**src/rtl/ppm_tx_frame_sched.sv**
```systemverilog
// ppm_tx_frame_sched: transmit-side frame scheduler for the PPM transmitter.
// Arbitrates round-robin between two requesters, loads the winner's payload
// into ppm_frame_buffer (Le/N/Din), sends an SOF byte through shift_two,
// triggers payload transmission, waits for frame_done and enforces an
// inter-frame gap.
//
// Ports:
//   clk, rst_n                      clock, async active-low reset
//   req0/1, len0/1, din0/1          requester level request, byte count, FWFT data
//   rd0/1, done0/1, err             consume strobe, completion pulse, error pulse
//   buf_le, buf_n, buf_din          buffer load interface (buf_din combinational)
//   user_recv_done                  buffer finished receiving the payload
//   start_trans, frame_done         buffer transmit trigger / completion
//   sof_data, sof_strobe, tx_sel    SOF byte, valid and shift_two source select
//   shift_two_data_send_done        shift_two byte-sent pulse
//   busy                            high in every state except idle
module ppm_tx_frame_sched #(
    parameter logic [7:0]  SOF_BYTE   = 8'hA5,
    parameter int unsigned GAP_CYCLES = 16,
    parameter int unsigned TIMEOUT    = 4096
) (
    input  logic       clk,
    input  logic       rst_n,
    input  logic       req0,
    input  logic       req1,
    input  logic [3:0] len0,
    input  logic [3:0] len1,
    input  logic [7:0] din0,
    input  logic [7:0] din1,
    output logic       rd0,
    output logic       rd1,
    output logic       done0,
    output logic       done1,
    output logic       err,
    output logic       buf_le,
    output logic [3:0] buf_n,
    output logic [7:0] buf_din,
    input  logic       user_recv_done,
    output logic       start_trans,
    input  logic       frame_done,
    output logic [7:0] sof_data,
    output logic       sof_strobe,
    output logic       tx_sel,
    input  logic       shift_two_data_send_done,
    output logic       busy
);

    localparam int unsigned TMO_W = $clog2(TIMEOUT);
    localparam int unsigned GAP_W = $clog2(GAP_CYCLES + 1);

    typedef enum logic [2:0] {
        S_IDLE, S_LOAD, S_RECV, S_WAIT_RECV, S_SOF, S_START, S_WAIT_DONE, S_GAP
    } state_e;

    state_e           state_q, state_d;
    logic             gnt_q, gnt_d;
    logic             last_q, last_d;
    logic [3:0]       len_q, len_d;
    logic [3:0]       byte_cnt_q, byte_cnt_d;
    logic [TMO_W-1:0] tmo_cnt_q, tmo_cnt_d;
    logic [GAP_W-1:0] gap_cnt_q, gap_cnt_d;
    logic             finish, fail;

    logic       rd0_q, rd1_q, done0_q, done1_q, err_q, buf_le_q;
    logic       sof_strobe_q, start_trans_q, tx_sel_q, busy_q;
    logic [7:0] sof_data_q;

    // Next-state, grant and counter logic
    always_comb begin
        state_d    = state_q;
        gnt_d      = gnt_q;
        last_d     = last_q;
        len_d      = len_q;
        byte_cnt_d = '0;
        tmo_cnt_d  = '0;
        gap_cnt_d  = '0;
        finish     = 1'b0;
        fail       = 1'b0;
        unique case (state_q)
            S_IDLE: begin
                if (req0 || req1) begin
                    // On a tie the requester not served last wins
                    gnt_d  = (req0 && req1) ? ~last_q : req1;
                    last_d = gnt_d;
                    len_d  = gnt_d ? len1 : len0;
                    if (len_d == 4'd0) begin
                        finish  = 1'b1;
                        fail    = 1'b1;
                        state_d = S_GAP;
                    end else begin
                        state_d = S_LOAD;
                    end
                end
            end
            S_LOAD: state_d = S_RECV;
            S_RECV: begin
                if (byte_cnt_q == len_q - 4'd1) begin
                    state_d = S_WAIT_RECV;
                end else begin
                    byte_cnt_d = byte_cnt_q + 4'd1;
                end
            end
            S_WAIT_RECV: if (user_recv_done) state_d = S_SOF;
            S_SOF: if (shift_two_data_send_done) state_d = S_START;
            S_START: begin
                // Timeout window starts with the start_trans cycle
                tmo_cnt_d = TMO_W'(1);
                state_d   = S_WAIT_DONE;
            end
            S_WAIT_DONE: begin
                if (frame_done) begin
                    finish  = 1'b1;
                    state_d = S_GAP;
                end else if (tmo_cnt_q == TMO_W'(TIMEOUT - 1)) begin
                    finish  = 1'b1;
                    fail    = 1'b1;
                    state_d = S_GAP;
                end else begin
                    tmo_cnt_d = tmo_cnt_q + TMO_W'(1);
                end
            end
            S_GAP: begin
                if (gap_cnt_q == GAP_W'(GAP_CYCLES)) begin
                    state_d = S_IDLE;
                end else begin
                    gap_cnt_d = gap_cnt_q + GAP_W'(1);
                end
            end
            default: state_d = S_IDLE;
        endcase
    end

    // State, counters and registered outputs (outputs decoded from next state)
    always_ff @(posedge clk or negedge rst_n) begin
        if (!rst_n) begin
            state_q       <= S_IDLE;
            gnt_q         <= 1'b0;
            last_q        <= 1'b1;
            len_q         <= '0;
            byte_cnt_q    <= '0;
            tmo_cnt_q     <= '0;
            gap_cnt_q     <= '0;
            rd0_q         <= 1'b0;
            rd1_q         <= 1'b0;
            done0_q       <= 1'b0;
            done1_q       <= 1'b0;
            err_q         <= 1'b0;
            buf_le_q      <= 1'b0;
            sof_strobe_q  <= 1'b0;
            sof_data_q    <= '0;
            start_trans_q <= 1'b0;
            tx_sel_q      <= 1'b0;
            busy_q        <= 1'b0;
        end else begin
            state_q       <= state_d;
            gnt_q         <= gnt_d;
            last_q        <= last_d;
            len_q         <= len_d;
            byte_cnt_q    <= byte_cnt_d;
            tmo_cnt_q     <= tmo_cnt_d;
            gap_cnt_q     <= gap_cnt_d;
            rd0_q         <= (state_d == S_RECV) && !gnt_d;
            rd1_q         <= (state_d == S_RECV) && gnt_d;
            done0_q       <= finish && !gnt_d;
            done1_q       <= finish && gnt_d;
            err_q         <= fail;
            buf_le_q      <= (state_d == S_LOAD);
            sof_strobe_q  <= (state_d == S_SOF);
            sof_data_q    <= (state_d == S_SOF) ? SOF_BYTE : 8'h00;
            start_trans_q <= (state_d == S_START);
            tx_sel_q      <= (state_d == S_START) || (state_d == S_WAIT_DONE);
            busy_q        <= (state_d != S_IDLE);
        end
    end

    assign rd0         = rd0_q;
    assign rd1         = rd1_q;
    assign done0       = done0_q;
    assign done1       = done1_q;
    assign err         = err_q;
    assign buf_le      = buf_le_q;
    assign buf_n       = len_q;
    assign sof_strobe  = sof_strobe_q;
    assign sof_data    = sof_data_q;
    assign start_trans = start_trans_q;
    assign tx_sel      = tx_sel_q;
    assign busy        = busy_q;

    // Pass the granted byte straight through while reading; zero otherwise so
    // the buffer input is quiet in reset and between frames
    assign buf_din = rd0_q ? din0 : (rd1_q ? din1 : 8'h00);

endmodule

```
**config.mk**
```make
export PLATFORM = sky130hd
export DESIGN_NAME = ppm_tx_frame_sched
export DESIGN_NICKNAME = d
export VERILOG_FILES = /design/src/rtl/ppm_tx_frame_sched.sv
export SDC_FILE = /design/constraint.sdc
export NUM_CORES = 1
export LEC_CHECK = 0
export CAP_MARGIN = 0
export CORE_MARGIN = 3
export CORE_UTILIZATION = 51
export CTS_CLUSTER_SIZE = 12
export DETAILED_ROUTE_END_ITERATION = 12
export PLACE_DENSITY_LB_ADDON = 0.3
export SLEW_MARGIN = 20
export SYNTH_ARGS = -nofsm -noshare
export SYNTH_HDL_FRONTEND = slang
export SYNTH_SLANG_ARGS = --single-unit
```
**constraint.sdc**
```tcl
create_clock -name clk -period 3 [get_ports clk]
set_clock_uncertainty 0.15 [all_clocks]
set_input_delay 0.6 -clock clk [delete_from_list [all_inputs] [get_ports clk]]
set_output_delay 0.6 -clock clk [all_outputs]
set_load 0.01 [all_outputs]
```
Word level (Yosys, flattened, before mapping)
Index checks and enable logic that the tools add are counted.
{ "totals": {"in_bits": 31, "reg_bits": 48, "out_inout_bits": 30, "word_cells": 80} }
{ "op_classes": {"add_sub_neg": 4, "n_reduce_logical": 12, "eq_ne": 15, "n_bitwise": 1, "n_mux": 30} }
{ "op_table": {"columns": ["operator", "count"], "rows": [
  ["$mux W12", 2],
  ["$mux W3", 8],
  ["$mux W8", 3],
  ["$pmux W12 S2", 1],
  ["$pmux W3 S8", 1],
  ["$eq A3 B3 Y1 const B", 7],
  ["$add A12 B1 Y12 const B", 1],
  ["$eq A12 B12 Y1 const B", 1],
  ["$mux W4", 3],
  ["$mux W5", 2],
  ["$eq A3 B2 Y1 const B", 3],
  ["$mux W1", 8],
  ["$eq A3 B1 Y1 const B", 2],
  ["$add A5 B1 Y5 const B", 1],
  ["$eq A5 B5 Y1 const B", 1],
  ["$logic_and A1 B1 Y1", 5],
  ["$add A4 B1 Y4 const B", 1],
  ["$eq A4 B4 Y1", 1],
  ["$logic_not A4 Y1", 1],
  ["$pmux W1 S2", 2],
  ["$sub A4 B1 Y4 const B", 1],
  ["$logic_not A3 Y1", 1],
  ["$reduce_bool A3 Y1", 1],
  ["$logic_or A1 B1 Y1", 2],
  ["3 further kinds", 3]
]} }

Longest topological paths before layout
{ "depth": {"ltp_word": 9, "mapped_depth": 7, "ltp_nobuf": 7} }

Worst setup path before layout
Ideal clock, no wire load.
{ "synth_path": {"path_kind": "register to output", "start": "register rd0_q (netlist: rd0)", "end": "output port buf_din[0]", "arrival_ps": 1113, "required_time_ps": 2250, "slack_ps": 1137, "stages_incl_launch_ff": 5, "n_path_buf": 2, "cell_sequence": "dfrtp_1 -> clkbuf_1 -> nor2b_1 -> clkbuf_1 -> a22o_1"} }
{ "synth_between": {"elab_chain_cells": 1} }
{ "synth_rtl": {"columns": ["element", "line_no", "rtl"], "rows": [
  ["start: declaration", "64", "logic rd0_q, rd1_q, done0_q, done1_q, err_q, buf_le_q;"],
  ["start signal: assignment", "162", "rd0_q <= (state_d == S_RECV) && !gnt_d;"],
  ["$mux W8", "191", "assign buf_din = rd0_q ? din0 : (rd1_q ? din1 : 8'h00);"],
  ["end: declaration", "37", "output logic [7:0] buf_din,"]
]} }
Every way passes these cells.

Worst setup path in the final report
Ends and elaborated chain as after synthesis.

==> impl_results.md <==
- Crit Path Max Fanout: 11
- Filler Cell Count: 298
- Most used DFF post-synth: dfrtp_1
- Rows: 22
- Tcrit/Tclk final: 0.8861
- Setup tns final: 0 ns
- Pre-CTS setup slack: 0.3926 ns
- Remaining DRCs: 0
- Worst Setup Start Kind: flop
- Starting Density: 0.5513
- TritonCTS clock tree: built
- Top-Level Pins: 61
- Core area: 3826 um2
- CTS buffer count: 5
- Crit path cell chain: nor2b_1 > a22o_1 > clkdlybuf4s50_1
- Antenna violations before repair: 0
- DRT Pass-1 Iters: 4
- Max Buffers Root-to-Sink: 2
- Remaining Overflow, GRT: 0
- Max-slew headroom: 0.4294
- First-pass GRT wire length: 7831 um
- Routed WL: 4510 um
- Worst slew pin tran: 0.8559 ns
- Req. time, crit path: 2.25 ns
- Max Clock Freq: 376.2 MHz
- Vias: 1648
- Cell Pwr Density: 624.4 nW/um2
- Synth async-reset ratio: 1.000
- Reg2Reg Setup Slack: 0.97 ns
- Status: completed
- Seq/Total Area, Yosys: 0.4751
- # diodes: 0
- Worst setup EP type: primary output
- HPWL Detailed: 3399 um
- Starting DRT DRC Count: 56
- Synthesized area per cell: 10.44 um2
- Fin. max-slew vios: 0
- Syn Inst Count: 202
- Hold Crit Class: in2async
- Crit path time final: 2.658 ns
- Final nets: 292
- Tot Pwr: 1.719 mW
- RePlAce Congestion: 0.7967
- Crit Path Class: reg2out
- Most frequent cells in the layout: clkdlybuf4s50_1 (55), dfrtp_1 (39), nor2_1 (23), nand2_1 (15), xor2_1 (12)
- Count of different cell masters after synthesis: 50
- Final-report setup violation count: 0
- Clk_lat worst skew: 0.29 ns
- Layout area overhead: 30.49%
- Port Buffers: 56
- Final hold violations: 0
- TritonCTS Sinks: 40
- Vias in the first global route: 1640
- DIE AREA: 4944 um2
- Post-CTS sizing: 0
- Layout cells sized above 1: 0.08171
- Worst vdd ir: 0.4565 mV
- Minimum setup slack in the final design: 0.3417 ns
- Clock root cell: clkbuf_8
- Die W: 70.32 um
- Worst hold margin: 0.2624 ns
- Pin count of the biggest net entering global routing: 41
- Post-route ant nets: 0
- Postcts setup bufs: 0
- Max incr delay on CP: 0.53 ns
- Clock slew at reported path FFs: 0.07 ns
- Leakage power: 1.179 nW
- Drt wl/cell: 14.79 um
- Synth warn: 0
- Data arrival, critical path: 1.91 ns
- CTS H-tree lvls: 2
- Yosys reg bits: 40
- RSZ-0062 raised after global routing: no
- Most common cell after layout, fill and taps aside: clkdlybuf4s50_1
- # hold bufs at CTS: 0
- Gr usage total: 0.1979
- Via/cell ratio: 5.403
- Die height: 70.32 um
- Cell Area, Synth: 2110 um2
- Critical Path Slowest Stage Cell: clkdlybuf4s50_1
- Max-Cap Viols: 0
- EDFF count, synth: 0
- Core Util, Final: 0.7194
==> metrics by stage <==
stage	std cells	instance area (um2)
floorplan	205	2121
global placement	297	2659
detailed placement	297	2659
CTS	305	2753
global route	305	2753
finish	305	2753
==> layer usage <==
metal	part of all wire	global-route usage
met1	0.42	0.2401
met2	0.49	0.3389
met3	0.079	0.05324
met5	0	0
met4	0.014	0.06383
==> worst max-delay path, delay by kind of cell (launching register included) <==
kind,cells,cell delay (ns)
AOI/OAI and AO/OA,1,0.19
buffers and inverters,1,0.53
and+or+nand+nor,1,0.40
DFF,1,0.49
==> kinds of logic after synthesis <==
group           after synthesis  share of synthesized area
simple gates                 75                     0.1892
flops                        40                     0.4751
mux                           5                    0.02373
compound gates               35                     0.1471
buf+inv                      22                    0.05457
other cells                   1                   0.001778
xor+xnor                     19                    0.07889
fa+ha+maj                     5                    0.02966
==> cell type report <==
class / instances / area [um2] / area share
multi-input cells: 143 / 1003 / 0.3645
repair buffers: 56 / 555.5 / 0.2018
clock inverters: 1 / 7.507 / 0.002727
clock buffers: 7 / 86.33 / 0.03136
well taps: 48 / 60.06 / 0.02182
inverters: 10 / 37.54 / 0.01364
flip-flops and latches: 40 / 1002 / 0.3641
==> cells in the mapped netlist (2+ instances only) <==
library cell	count	area share
a21oi_1	4	0.0095
ha_1	5	0.030
mux2i_1	5	0.024
xnor2_1	7	0.029
nand2b_1	2	0.0059
nand2_1	15	0.027
and4_1	2	0.0083
buf_2	2	0.0047
a22o_1	7	0.029
and2_1	3	0.0089
a31oi_1	2	0.0059
o21ai_0	7	0.017
nand4_1	3	0.0089
nand3_1	7	0.017
or3_1	2	0.0059
dfrtp_1	39	0.46
clkbuf_1	2	0.0036
o21bai_1	2	0.0071
xor2_1	12	0.050
nor3_1	4	0.0095
o21a_1	2	0.0071
buf_4	8	0.028
inv_1	10	0.018
nor2b_1	2	0.0059
nor2_1	23	0.041
==> sequential cells by signal, indices dropped and copies added, names as in the netlist <==
| name | cells |
|---|---|
| tx_sel | 1 |
| err | 1 |
| done1 | 1 |
| gnt_q | 1 |
| sof_data | 1 |
| start_trans | 1 |
| state_q | 3 |
| busy | 1 |
| done0 | 1 |
| last_q | 1 |
| rd0 | 1 |
| byte_cnt_q | 4 |
| buf_le | 1 |
| buf_n | 4 |
| gap_cnt_q | 5 |
| tmo_cnt_q | 12 |
| rd1 | 1 |
==> final timing paths <==
kind                         startpoint      endpoint  depth (start not counted)
max                                 rd0    buf_din[0]                          3
min                               rst_n  gap_cnt_q[3]                          1
max reg2reg                  state_q[2]           rd0                          5
min reg2reg                gap_cnt_q[0]  gap_cnt_q[0]                          1
max in group asynchronous         rst_n         gnt_q                          1
min in group clk           gap_cnt_q[0]  gap_cnt_q[0]                          1
==> report_power, final <==
part,switching (mW),leakage (nW),internal [mW]
sequential,0.116,0.528,0.632
combinational,0.290,0.606,0.312
clock,0.183,0.0445,0.187
No activity file was read; power rests on OpenSTA's default activity.
